**src/rtl/mux_arbiter.sv**
```systemverilog
// Two-requester round-robin arbiter driving the select and registered output of a shared 2:1 mux.
// Define MUX_ARB_TIMEOUT_EN to bound how long one agent may hold the mux while the other waits.
module mux_arbiter #(
  parameter int unsigned HOLD_MAX = 8,
  parameter int unsigned CNT_W    = 4
) (
  input  logic clk,
  input  logic rst,
  input  logic req_a,
  input  logic req_b,
  input  logic a,
  input  logic b,
  output logic gnt_a,
  output logic gnt_b,
  output logic s,
  output logic y,
  output logic busy
);

  typedef enum logic [2:0] {
    StIdle = 3'b001,
    StGntA = 3'b010,
    StGntB = 3'b100
  } state_e;

  state_e state_q, state_d;
  logic   last_a_q;
  logic   s_q;
  logic   y_q;
  logic   hand_a2b;
  logic   hand_b2a;

`ifdef MUX_ARB_TIMEOUT_EN
  logic [CNT_W-1:0] cnt_q;
  logic             sat;

  assign sat      = (cnt_q == CNT_W'(HOLD_MAX - 1));
  assign hand_a2b = sat & req_b;
  assign hand_b2a = sat & req_a;

  // Counts consecutive cycles spent in the same grant state; idles at zero.
  always_ff @(posedge clk) begin
    if (rst) begin
      cnt_q <= '0;
    end else if ((state_d != state_q) || (state_q == StIdle)) begin
      cnt_q <= '0;
    end else if (!sat) begin
      cnt_q <= cnt_q + CNT_W'(1);
    end
  end
`else
  assign hand_a2b = 1'b0;
  assign hand_b2a = 1'b0;
`endif

  always_comb begin
    state_d = state_q;
    unique case (state_q)
      StIdle: begin
        if (req_a && req_b) begin
          state_d = last_a_q ? StGntB : StGntA;
        end else if (req_a) begin
          state_d = StGntA;
        end else if (req_b) begin
          state_d = StGntB;
        end
      end
      StGntA: begin
        if (!req_a) begin
          state_d = req_b ? StGntB : StIdle;
        end else if (hand_a2b) begin
          state_d = StGntB;
        end
      end
      StGntB: begin
        if (!req_b) begin
          state_d = req_a ? StGntA : StIdle;
        end else if (hand_b2a) begin
          state_d = StGntA;
        end
      end
      default: state_d = StIdle;
    endcase
  end

  // Select and data follow the next state so y lines up with the grant outputs.
  always_ff @(posedge clk) begin
    if (rst) begin
      state_q  <= StIdle;
      last_a_q <= 1'b0;
      s_q      <= 1'b0;
      y_q      <= 1'b0;
    end else begin
      state_q <= state_d;
      unique case (state_d)
        StGntA: begin
          last_a_q <= 1'b1;
          s_q      <= 1'b1;
          y_q      <= a;
        end
        StGntB: begin
          last_a_q <= 1'b0;
          s_q      <= 1'b0;
          y_q      <= b;
        end
        default: y_q <= 1'b0;
      endcase
    end
  end

  assign gnt_a = (state_q == StGntA);
  assign gnt_b = (state_q == StGntB);
  assign busy  = gnt_a | gnt_b;
  assign s     = s_q;
  assign y     = y_q;

  a_one_grant: assert property (@(posedge clk) disable iff (rst) !(gnt_a && gnt_b));
  a_hold_range: assert property (@(posedge clk) disable iff (rst)
                                 (HOLD_MAX >= 2) && (HOLD_MAX <= 2 ** CNT_W));

endmodule
```
**config.mk**
```make
export PLATFORM = sky130hd
export DESIGN_NAME = mux_arbiter
export DESIGN_NICKNAME = d
export VERILOG_FILES = /design/src/rtl/mux_arbiter.sv
export SDC_FILE = /design/constraint.sdc
export NUM_CORES = 1
export LEC_CHECK = 0
export ABC_AREA = 1
export CORE_AREA = 3 3 40 42
export DETAILED_ROUTE_END_ITERATION = 16
export DIE_AREA = 0 0 43 45
export HOLD_SLACK_MARGIN = 0.06
export SLEW_MARGIN = 10
export SYNTH_ARGS = -nofsm -noshare
export SYNTH_HDL_FRONTEND = slang
export SYNTH_SLANG_ARGS = --single-unit
```
**constraint.sdc**
```tcl
create_clock -name clk -period 1.35 [get_ports clk]
set_input_delay 0.2025 -clock clk [delete_from_list [all_inputs] [get_ports clk]]
set_output_delay 0.2025 -clock clk [all_outputs]
set_load 0.02 [all_outputs]
```
==> out/results.ini <==
[finish]
fin_area_um2=526
n_antenna_cell=0
layout_commonest_cell=buf_4
final_nets=78
final_cell_mix=10 x buf_4, 7 x nand2_1, 6 x nor2_1
drive_gt1_share_pct=42.3
syn_to_final_growth_pct=67.3

[synthesis]
synth_area_um2=314
netlist_instances=47
yosys.area.top_type=dfxtp_1
yosys-top-cells-area=dfxtp_1 32%, nand2_1 8.4%, nand3_1 8.0%
synth-seq-cells=5
ys_types=15
syn_area_per_cell_um2=6.68
synth_nets=53
ys_seq_area_share_pct=31.9
yosysTopAreaCellShare_pct=31.9
ys_warn_count=0

[timing]
fin_skew_ns=0.000277
fmax_ghz=0.774
tightest_slew_ns=0.233
holdWs_ns=0.492
hold_violations=0
rsz0062_at_grt=false
fin_crit_ns=1.29
setup_viol=0
slew-limit-headroom_pct=84.5
period_share_pct=95.7
slew_violations=0

[drt]
drt_first_pass_iters=2
top_layer=met4
met2_length_um=417
route.vias.total=367
wl_um=826
viasPerCell=4.27
drt-initial-drc-count=4
wl_met3_um=38
wl_met1_um=360
wl_per_cell_um=9.60
remaining_drc_errors=0
ant_nets=0

[clock_network]
clk_pin_slew_ns=0.04
clock_path_buffers=2
cts_buffers=3
cts_setup_buffers=0
root_buffer=clkbuf_4
worstSkewPairLatency_ns=0.24
cts_tree=done
ctsHoldBuffers=0
h-tree-depth=1
cts_sinks=5

[hold_path]
holdCritPathClass=reg -> reg

[global_route]
grt_pass1_wl_um=1430
grt.total_usage_pct=10.3
antenna_found_initial=0
grt_overflow=0
first_global_vias=357
grt_max_degree=6

[critical_path]
start_kind=register
crit_arrival_ns=1.09
crit_path_max_fanout=3
critPathRequiredTime_ns=1.15
regToRegSetupSlack_ns=0.18
setup.worst_path.class=reg -> out
cp-end-kind=output port

[job]
max-cap-violations=0

[placed_design]
post_dp_cell_area_um2=508
gp_congestion=0.738
portBuffers=10
hpwl_um=707

[die]
chipHeight_um=45
core_um2=1280
die_w_um=43
ioPinCount=11
num_rows=13
initial_utilization_pct=24.4
dieArea_um2=1940

[power_and_ir_drop]
power_density_nw_per_um2=1040
irDropWorstVdd_v=0.000496
p_leak_uw=0.000285

[status]
status=finished, final reports clean

## cells by family (layout without fill, tap and decap cells)
kind of cell,Yosys count,count (layout),share of synthesized area [%]
AO/OA/AOI/OAI,7,7,14.3
buffers and inverters,8,32,9.56
flip-flops,5,5,31.9
AND/OR/NAND/NOR,27,27,44.2
## worst paths after layout
path / start / endpoint / depth (start not counted)
setup reg to reg: state_q[1] / y / 8
hold reg to reg: s / s / 2
hold / removal: s / s / 2
setup / recovery: state_q[2] / gnt_a / 4
## metrics by stage
step	setup TNS (ns)	utilization (%)	setup slack (ns)	std cells	power (uW)
2_1_floorplan	0	-	0.327	47	293
3_3_place_gp	-0.278	39.5	-0.0891	82	390
3_5_place_dp	-0.271	39.5	-0.0894	82	391
4_1_cts	0	41.4	0.00568	86	562
5_1_grt	0	40.9	0.00205	86	587
6_report	0	40.9	0.0576	86	549
## critical path: stages (launching register included)
cell and delay, ns:
dfxtp_1 0.33, inv_2 0.07, nand3_2 0.09, inv_2 0.07, clkdlybuf4s15_1 0.29
## final cells by class
cell class / instances / area (um^2)
well taps: 15 / 18.8
clock buffers: 4 / 26.3
fillers: 144 / 759
repair buffers: 20 / 166
multi-input cells: 34 / 184
inverters: 8 / 30.0
flip-flops and latches: 5 / 100
## cells in the mapped netlist
cell type and count:
inv_1 3, inv_2 5, o211ai_1 1, nand2_2 3, nor2_2 3, nor2_1 6
a21oi_2 2, dfxtp_1 5, nand3_2 2, nand2_1 7, o21ai_0 1, a21oi_1 2
o21ai_1 1, nand3b_1 1, nand3_1 5
## metal layers
layer	track usage (%)	vias to the layer above
met2	16.5	8
met3	1.99	2
met1	11.6	158
met4	9.04	0
met5	0	-
li1	-	199
## flip-flops by register name, summed over array words and instances, names as in the netlist
signal   count
state_q      3
s            1
y            1
## power breakdown
group	switching (uW)	internal (uW)
Clock	58.6	112
Combinational	106	91.8
Sequential	12.4	168
Total	177	372
## what timing repair did
item | in CTS | in global routing
endpoints found under the setup margin | 4 | 4
gates cloned | 0 | 0
resized for setup | 6 | 5
endpoints found under the hold margin | 0 | 0
Note: power is estimated with default switching activity, not from simulation.
